$ cat config.mk
export PLATFORM = sky130hd
export DESIGN_NAME = rr_req_scheduler
export DESIGN_NICKNAME = d
export VERILOG_FILES = /design/src/rtl/rr_sched_pkg.sv /design/src/rtl/rr_pending_vec.sv /design/src/rtl/rr_req_scheduler.sv
export SDC_FILE = /design/constraint.sdc
export NUM_CORES = 1
export LEC_CHECK = 0
export CORE_AREA = 2 2 83 65
export CTS_BUF_LIST = sky130_fd_sc_hd__clkbuf_2
export CTS_CLUSTER_DIAMETER = 30
export CTS_CLUSTER_SIZE = 40
export DETAILED_ROUTE_END_ITERATION = 10
export DIE_AREA = 0 0 85 67
export PLACE_DENSITY = 0.71
export SETUP_SLACK_MARGIN = 0.1
export SYNTH_ARGS = -nofsm -noshare
export SYNTH_HDL_FRONTEND = slang
export SYNTH_SLANG_ARGS = --single-unit
$ cat constraint.sdc
create_clock -name i_clk -period 2 [get_ports i_clk]
set_clock_uncertainty 0.15 [all_clocks]
set_input_delay 0.6 -clock i_clk [delete_from_list [all_inputs] [get_ports i_clk]]
set_output_delay 0.6 -clock i_clk [all_outputs]
set_load 0.02 [all_outputs]
$ cat src/rtl/rr_sched_pkg.sv
// Shared definitions for the round-robin requester-side scheduler:
// one-hot FSM state encoding and a one-hot check helper.
package rr_sched_pkg;

    localparam int unsigned StateW = 5;

    localparam logic [StateW-1:0] StIdle    = 5'b00001;
    localparam logic [StateW-1:0] StReq     = 5'b00010;
    localparam logic [StateW-1:0] StWaitGnt = 5'b00100;
    localparam logic [StateW-1:0] StSlot    = 5'b01000;
    localparam logic [StateW-1:0] StDone    = 5'b10000;

    // Callers zero-extend narrower vectors to 32 bits.
    function automatic logic is_onehot(input logic [31:0] vec);
        return (vec != 32'd0) && ((vec & (vec - 32'd1)) == 32'd0);
    endfunction

endpackage

$ cat src/rtl/rr_pending_vec.sv
// Per-channel pending register: set and clear pulses, set wins on the same
// cycle so a re-request during its own grant is never lost.
module rr_pending_vec #(
    parameter int unsigned P_WIDTH = 8
) (
    input  logic               i_clk,
    input  logic               i_rst_n,
    input  logic [P_WIDTH-1:0] i_set,
    input  logic [P_WIDTH-1:0] i_clr,
    output logic [P_WIDTH-1:0] o_pending
);

    logic [P_WIDTH-1:0] pending_q;
    logic [P_WIDTH-1:0] pending_d;

    always_comb begin
        pending_d = (pending_q & ~i_clr) | i_set;
    end

    always_ff @(posedge i_clk or negedge i_rst_n) begin
        if (!i_rst_n) begin
            pending_q <= '0;
        end else begin
            pending_q <= pending_d;
        end
    end

    assign o_pending = pending_q;

endmodule

$ cat src/rtl/rr_req_scheduler.sv
// Requester-side companion to the round-robin arbiter: collects channel requests,
// hands a snapshot to the arbiter and drives a timed slot to the granted channel.
module rr_req_scheduler
    import rr_sched_pkg::*;
#(
    parameter int unsigned P_CHANNEL_NUM = 8,
    parameter int unsigned P_SLOT_CYCLES = 16,
    parameter int unsigned P_GNT_TIMEOUT = 4
) (
    input  logic                     i_clk,
    input  logic                     i_rst_n,
    input  logic [P_CHANNEL_NUM-1:0] i_ch_req,
    input  logic                     i_epoch_start,
    output logic [P_CHANNEL_NUM-1:0] o_arb_req,
    output logic                     o_arb_req_valid,
    input  logic [P_CHANNEL_NUM-1:0] i_arb_grant,
    input  logic                     i_arb_grant_valid,
    output logic                     o_arb_reset_priority,
    output logic [P_CHANNEL_NUM-1:0] o_slot_grant,
    output logic                     o_slot_start,
    output logic [P_CHANNEL_NUM-1:0] o_slot_done,
    output logic [P_CHANNEL_NUM-1:0] o_pending,
    output logic                     o_err
);

    localparam int unsigned SlotCntW = $clog2(P_SLOT_CYCLES + 1);
    localparam int unsigned WaitCntW = $clog2(P_GNT_TIMEOUT + 1);

    logic [StateW-1:0]        state_q, state_d;
    logic [P_CHANNEL_NUM-1:0] arb_req_q, arb_req_d;
    logic [P_CHANNEL_NUM-1:0] owner_q, owner_d;
    logic [SlotCntW-1:0]      slot_cnt_q, slot_cnt_d;
    logic [WaitCntW-1:0]      wait_cnt_q, wait_cnt_d;
    logic                     err_q, err_d;
    logic                     rst_prio_q;

    logic [P_CHANNEL_NUM-1:0] pending;
    logic [P_CHANNEL_NUM-1:0] pend_clr;
    logic                     gnt_onehot;
    logic                     gnt_hits_req;

    rr_pending_vec #(
        .P_WIDTH (P_CHANNEL_NUM)
    ) u_pending (
        .i_clk     (i_clk),
        .i_rst_n   (i_rst_n),
        .i_set     (i_ch_req),
        .i_clr     (pend_clr),
        .o_pending (pending)
    );

    assign gnt_onehot   = is_onehot(32'(i_arb_grant));
    assign gnt_hits_req = |(i_arb_grant & arb_req_q);

    always_comb begin
        state_d    = state_q;
        arb_req_d  = arb_req_q;
        owner_d    = owner_q;
        slot_cnt_d = slot_cnt_q;
        wait_cnt_d = wait_cnt_q;
        err_d      = err_q;
        pend_clr   = '0;

        case (state_q)
            StIdle: begin
                // Epoch start holds off the request so the priority reset lands first.
                if ((|pending) && !i_epoch_start) begin
                    state_d   = StReq;
                    arb_req_d = pending;
                end
            end
            StReq: begin
                state_d    = StWaitGnt;
                wait_cnt_d = '0;
            end
            StWaitGnt: begin
                if (i_arb_grant_valid) begin
                    if (i_arb_grant == '0) begin
                        state_d = StIdle;
                    end else if (gnt_onehot && gnt_hits_req) begin
                        state_d    = StSlot;
                        owner_d    = i_arb_grant;
                        pend_clr   = i_arb_grant;
                        slot_cnt_d = SlotCntW'(P_SLOT_CYCLES);
                    end else begin
                        err_d   = 1'b1;
                        state_d = StIdle;
                    end
                end else if (wait_cnt_q == WaitCntW'(P_GNT_TIMEOUT - 1)) begin
                    err_d   = 1'b1;
                    state_d = StIdle;
                end else begin
                    wait_cnt_d = wait_cnt_q + WaitCntW'(1);
                end
            end
            StSlot: begin
                slot_cnt_d = slot_cnt_q - SlotCntW'(1);
                if (slot_cnt_q == SlotCntW'(1)) begin
                    state_d = StDone;
                end
            end
            StDone: begin
                state_d = StIdle;
            end
            default: begin
                state_d = StIdle;
            end
        endcase
    end

    always_ff @(posedge i_clk or negedge i_rst_n) begin
        if (!i_rst_n) begin
            state_q    <= StIdle;
            arb_req_q  <= '0;
            owner_q    <= '0;
            slot_cnt_q <= '0;
            wait_cnt_q <= '0;
            err_q      <= 1'b0;
            rst_prio_q <= 1'b0;
        end else begin
            state_q    <= state_d;
            arb_req_q  <= arb_req_d;
            owner_q    <= owner_d;
            slot_cnt_q <= slot_cnt_d;
            wait_cnt_q <= wait_cnt_d;
            err_q      <= err_d;
            rst_prio_q <= i_epoch_start;
        end
    end

    // Outputs decode straight from flops, so an async reset clears them at once.
    assign o_arb_req            = arb_req_q;
    assign o_arb_req_valid      = (state_q == StReq);
    assign o_arb_reset_priority = rst_prio_q;
    assign o_slot_grant         = (state_q == StSlot) ? owner_q : '0;
    assign o_slot_start         = (state_q == StSlot) && (slot_cnt_q == SlotCntW'(P_SLOT_CYCLES));
    assign o_slot_done          = (state_q == StDone) ? owner_q : '0;
    assign o_pending            = pending;
    assign o_err                = err_q;

endmodule

After elaboration in Yosys (flattened, before gate mapping)

Index checks and enable logic that the tools add are counted.

Input port bits: 20
Logic and storage cells: 78
Flip-flop bits (word level): 39
Output and inout port bits: 36

Equality and inequality tests: 18
Bitwise logic cells: 6
Muxes and demuxes: 24
Reductions and logical operators: 19
$add $sub $neg: 3

Operator list:

| kind                                                | count |
|---|---|
| two-way mux 8 bit                                   | 6 |
| two-way mux 5 bit                                   | 7 |
| bitwise AND 8 x 32 -> 32 bit                        | 1 |
| logical NOT 32 bit                                  | 1 |
| one-hot mux 5 bit (4 select lines)                  | 1 |
| != test 2 bit, second input constant                | 9 |
| bitwise AND 8 bit                                   | 2 |
| OR reduction 8 bit                                  | 2 |
| AND reduction 4 bit                                 | 3 |
| equality test 5 x 1 -> 1 bit, second input constant | 2 |
| equality test 5 bit, second input constant          | 2 |
| one-hot mux 5 bit (2 select lines)                  | 1 |
| subtractor 8 x 1 -> 9 bit, second input constant    | 1 |
| logical NOT 8 bit                                   | 1 |
| two-way mux 4 bit                                   | 2 |
| inverter 8 bit                                      | 1 |
| OR 8 bit                                            | 1 |
| nonzero test 8 bit                                  | 1 |
| two-way mux 3 bit                                   | 2 |
| one-hot mux 3 bit (2 select lines)                  | 1 |
| AND reduction 3 bit                                 | 2 |
| nonzero test 2 bit                                  | 3 |
| equality test 5 x 2 -> 1 bit, second input constant | 1 |
| equality test 5 x 3 -> 1 bit, second input constant | 1 |
| 10 further kinds                                    | 16 |

Longest topological paths before layout

Word-level depth: 12
Mapped depth: 7
Depth with buffers taken out: 7

By module

Synthesis repeated with hierarchy kept, for this count alone.

Cells, all modules: 187
Area, all modules: 2,003.2 sq um

Modules (own cells, without submodules):

| module           | cells an instance | sequential area each (sq um) | instances | area each (sq um) |
|---|---|---|---|---|
| rr_req_scheduler | 163               | 777.0                        | 1         | 1,712.9 |
| rr_pending_vec   | 24                | 200.2                        | 1         | 290.3 |

Worst setup path before layout

Ideal clock, no wire load.

Path kind: input to register
From: in i_arb_grant[1]
To: reg u_pending.pending_q[0], in the netlist u_pending.o_pending[0]
Arrival: 2.298 ns
Stages on the path: 7
Buffers on the path: 1
Slack: -0.566 ns
Setup time: 0.118 ns
Data required time: 1.732 ns
Cell sequence: or4_1 -> or3_4 -> a211oi_2 -> and3_4 -> buf_6 -> nand2_1 -> a21o_1

Word-level cells in the longest chain between the ends: 12
Elaborated cells on any way between the ends: 16
Those cells by class: 1 x add/sub; 4 x mux; 5 x bitwise; 6 x reduce/logical

RTL lines:

| element                          | RTL line               | text |
|---|---|---|
| start: declaration               | rr_req_scheduler.sv:16 | `input logic [P_CHANNEL_NUM-1:0] i_arb_grant,` |
| subtractor 8 x 1 -> 9 bit        | rr_sched_pkg.sv:15     | `return (vec != 32'd0) && ((vec & (vec - 32'd1)) == 32'd0);` |
| bitwise AND 8 x 32 -> 32 bit     | rr_sched_pkg.sv:15     |  |
| logical NOT 32 bit               | rr_sched_pkg.sv:15     |  |
| logical AND 1 bit                | rr_sched_pkg.sv:15     |  |
| logical AND 1 bit                | rr_req_scheduler.sv:80 | `end else if (gnt_onehot && gnt_hits_req) begin` |
| two-way mux 8 bit                | rr_req_scheduler.sv:80 |  |
| two-way mux 8 bit *              | rr_req_scheduler.sv:78 | `if (i_arb_grant == '0) begin` |
| two-way mux 8 bit *              | rr_req_scheduler.sv:77 | `if (i_arb_grant_valid) begin` |
| two-way mux 8 bit *              | rr_req_scheduler.sv:64 | `case (state_q)` |
| inverter 8 bit *                 | rr_pending_vec.sv:17   | `pending_d = (pending_q & ~i_clr) \| i_set;` |
| bitwise AND 8 bit *              | rr_pending_vec.sv:17   |  |
| OR 8 bit *                       | rr_pending_vec.sv:17   |  |
| named net u_pending.pending_d[0] | rr_pending_vec.sv:14   | `logic [P_WIDTH-1:0] pending_d;` |
| end signal: assignment           | rr_pending_vec.sv:24   | `pending_q <= pending_d;` |
| end: declaration                 | rr_pending_vec.sv:13   | `logic [P_WIDTH-1:0] pending_q;` |

The timed path passes the listed nets; every way through them passes the cells marked *.
A chain may end at the register's enable or synchronous reset.

Final worst setup path

From: reg state_q[3]
To: out o_slot_done[1]

Word-level cells in the longest chain between the ends: 2

RTL lines:

| element                  | RTL line                | text |
|---|---|---|
| start: declaration       | rr_req_scheduler.sv:29  | `logic [StateW-1:0] state_q, state_d;` |
| start signal: assignment | rr_req_scheduler.sv:113 | `state_q <= StIdle;` |
| start signal: assignment | rr_req_scheduler.sv:121 | `state_q <= state_d;` |
| equality test 5 bit      | rr_req_scheduler.sv:137 | `assign o_slot_done = (state_q == StDone) ? owner_q : '0;` |
| two-way mux 8 bit        | rr_req_scheduler.sv:137 |  |
| end: declaration         | rr_req_scheduler.sv:21  | `output logic [P_CHANNEL_NUM-1:0] o_slot_done,` |

No other way between the ends.

==> results.ini <==
[synth]
synth_seq_cells=39
synth_compound_area_share_pct=16.3
synth_warnings=0
ys_seq_area_share_pct=51.7
yosys.area_share.simple_pct=18.6
netlist_instances=182
avgSynthCellArea_um2=10.4
synth_fp_nets=207
synthAdderAreaFrac_pct=4.37
syn_area_um2=1890
synth_top_family_by_area=simple AND/OR/NAND/NOR gates
synthXorXnorAreaFrac_pct=0
muxShareOfSynthArea_pct=4.77
ys_types=41

[placement]
hpwl_um=4010
gp_congestion=0.801
numPortBuffers=55
pre_cts_ws_ns=-1.08
place_area_um2=3010

[finish]
nets=326
area_delta_synth_final_pct=82.3
antenna_cells=0
drive_gt1_share_pct=60.3
final_cell_area_um2=3440
final_util_pct=71.5

[grt]
grt_max_degree=20
grt_pass1_vias=1864
overflow=0
antenna_found_initial=0
grt_util_all_layers_pct=21.2
grt_first_pass_wirelength_um=9230

[pwr]
power_frac_comb_pct=37.5
ir_worst_vdd_mv=0.427
power_frac_clock_pct=17.5
p_switching_uw=685
finalPower_mw=2.04
cellPowerDensity_nw_per_um2=592
internal-power_mw=1.35
p_sw_share_pct=33.6
seq_power_share_pct=45.0
leakage_nw=1.57

[drt]
drc=0
routed_wl_um=6150
ant_nets=0
via_per_inst=5.30
first_iter_violations=101
first_pass_iters=4
wire_per_inst_um=17.0
vias=1917

[min_path]
hp-start=o_err$_DFFE_PN0P_
min_path_type=reg -> reg

[run_status]
violations=setup timing
status=complete, but fails checks

[clocking]
clk_path_buf_depth=2
cts_root_buf=clkbuf_2
cts_sinks=39
cts_max_level=2
cts_buffers=5
cts_tree=built
clock_latency_ns=0.38
clkSlewWorstSetupHoldPaths_ns=0.20

[floorplanning]
fp.coreArea_um2=4820
ioPinCount=56
die_h_um=67
die_w_um=85
die-area_um2=5700
rows=22
initial_utilization_pct=39.2

[sta]
hold_viol=0
rsz0062_at_grt=true
setup_viol=44
fin_crit_ns=2.57
whs_ns=0.350
worst_slew_pin_slew_ns=0.496
maxSlewViolCount=0
maxSlewHeadroom_pct=66.5
postLayoutSetupSlackWorst_ns=-0.568
finalCritPeriodShare_pct=128
max_freq_ghz=0.389

[critical_path]
cp-start-kind=register
cp.arrival_ns=1.82
path_max_fanout=8
crit_required_ns=1.25
critPathCaptureType=output port
crit_start=state_q[3]$_DFFE_PN0P_
reg2reg_from=state_q[1]$_DFFE_PN0P_
crit_type=reg -> out

[flow_run]
cap_violations=0

[repair_timing]
item,in CTS,in global routing
endpoints found under the hold margin,16,0
resized for setup,218,66
setup buffers,9,4
setup endpoints to repair,73,70
gates cloned,1,1
pin swaps,35,14
hold buffers,1,0
[routing by layer]
layer	vias up	routed length (um)	track usage (%)
met3	7	346	5.45
li1	898	-	-
met4	0	41	5.56
met2	68	3020	34.7
met1	944	2730	28.0
met5	-	0	0
[cell usage in the layout, fill, tap and decap left out, types with 3 or more instances in the layout]
master,instances
buf_6,39
buf_2,12
nand3_2,3
nand2_4,6
a21oi_2,5
and2_4,8
clkbuf_2,13
inv_1,13
dfrtp_1,37
nor2_4,9
buf_4,35
a22oi_1,4
or3_4,3
buf_12,6
nand2_2,4
o21ai_2,9
a21o_1,10
nor2_1,3
mux2_4,8
nand3b_1,3
ha_1,5
dlygate4sd2_1,4
clkdlybuf4s50_1,10
[worst paths after layout]
check,endpoint,slack (ns),depth (start not counted)
worst max register to register,u_pending.o_pending[4]$_DFF_PN0_,-0.17,6
worst max-delay path,o_slot_done[1],-0.57,5
min in group asynchronous,o_arb_req[6]$_DFFE_PN0P_,0.54,2
worst min register to register,o_err$_DFFE_PN0P_,0.35,1
worst min-delay path,o_err$_DFFE_PN0P_,0.35,1
max in group asynchronous,state_q[1]$_DFFE_PN0P_,0.69,3
[cells by family (layout without fill, tap and decap cells)]
group | Yosys count | count (layout)
AND/OR/NAND/NOR | 63 | 64
buffers and inverters | 19 | 138
AO/OA/AOI/OAI | 46 | 46
adder cells (fa/ha/maj) | 7 | 7
flip-flops | 39 | 39
multiplexers | 8 | 8
[cell type report]
type | instances | area (um^2)
fill | 315 | 1370
multi-input combinational | 125 | 1200
timing repair buffer | 116 | 1090
sequential | 39 | 978
tap | 60 | 75.1
inverter | 14 | 57.6
clock buffer | 7 | 35.0
clock inverter | 1 | 5.00
[flip-flops by register name, indices dropped and copies added, names as in the netlist]
register	cells
o_arb_req	8
o_arb_reset_priority	1
o_err	1
owner_q	8
slot_cnt_q	5
state_q	5
u_pending.o_pending	8
wait_cnt_q	3
[through the flow]
step	setup TNS, ns	cells
after global routing	-17.27	362
after global placement	-33.42	340
after floorplan	-11.40	182
after detailed placement	-34.95	340
after CTS	-13.98	358
final	-14.90	362
[synth_stat cells]
master,instances,area share (%)
a21o_1,10,4.0
and2_1,8,2.6
or3_4,1,0.60
o31a_1,1,0.46
ha_1,5,3.3
o211ai_1,1,0.40
clkbuf_1,3,0.60
nand2_1,12,2.4
o21ai_0,12,3.2
inv_1,14,2.8
a22oi_1,4,1.6
a41oi_1,1,0.46
buf_6,1,0.60
a21oi_1,8,2.1
dfstp_2,1,1.4
a211o_1,1,0.46
o22ai_1,2,0.66
nor4b_1,1,0.46
a2111o_1,1,0.60
o21bai_1,1,0.40
or4_1,2,0.79
o21a_1,1,0.40
nor3b_1,3,1.2
dfrtp_1,38,50
nand3b_1,3,1.2
or3_1,4,1.3
buf_2,1,0.26
o41ai_1,1,0.46
maj3_1,2,1.1
nor3_1,3,0.79
a311oi_1,1,0.46
nor2b_1,2,0.66
nand4_1,1,0.33
and4_1,1,0.46
a211oi_2,1,0.66
nor2_1,12,2.4
nor4_1,3,0.99
or3b_2,1,0.46
nand3_1,5,1.3
and3_4,1,0.60
mux2_2,8,4.8
[power groups by stage]
stage,Clock (mW),Combinational [mW],Sequential (mW)
2_1_floorplan,0,0.283,0.948
3_3_place_gp,0,0.563,0.918
3_5_place_dp,0,0.570,0.921
4_1_cts,0.362,0.636,0.909
5_1_grt,0.401,0.827,0.928
6_report,0.356,0.765,0.919
[critical path, cell delays in order, from the launching register on]
cell	delay (ns)
dfrtp_1	0.43
or3_4	0.38
nor3b_4	0.22
buf_12	0.15
and2_4	0.14
buf_6	0.11
(Power assumes the default switching activity.)
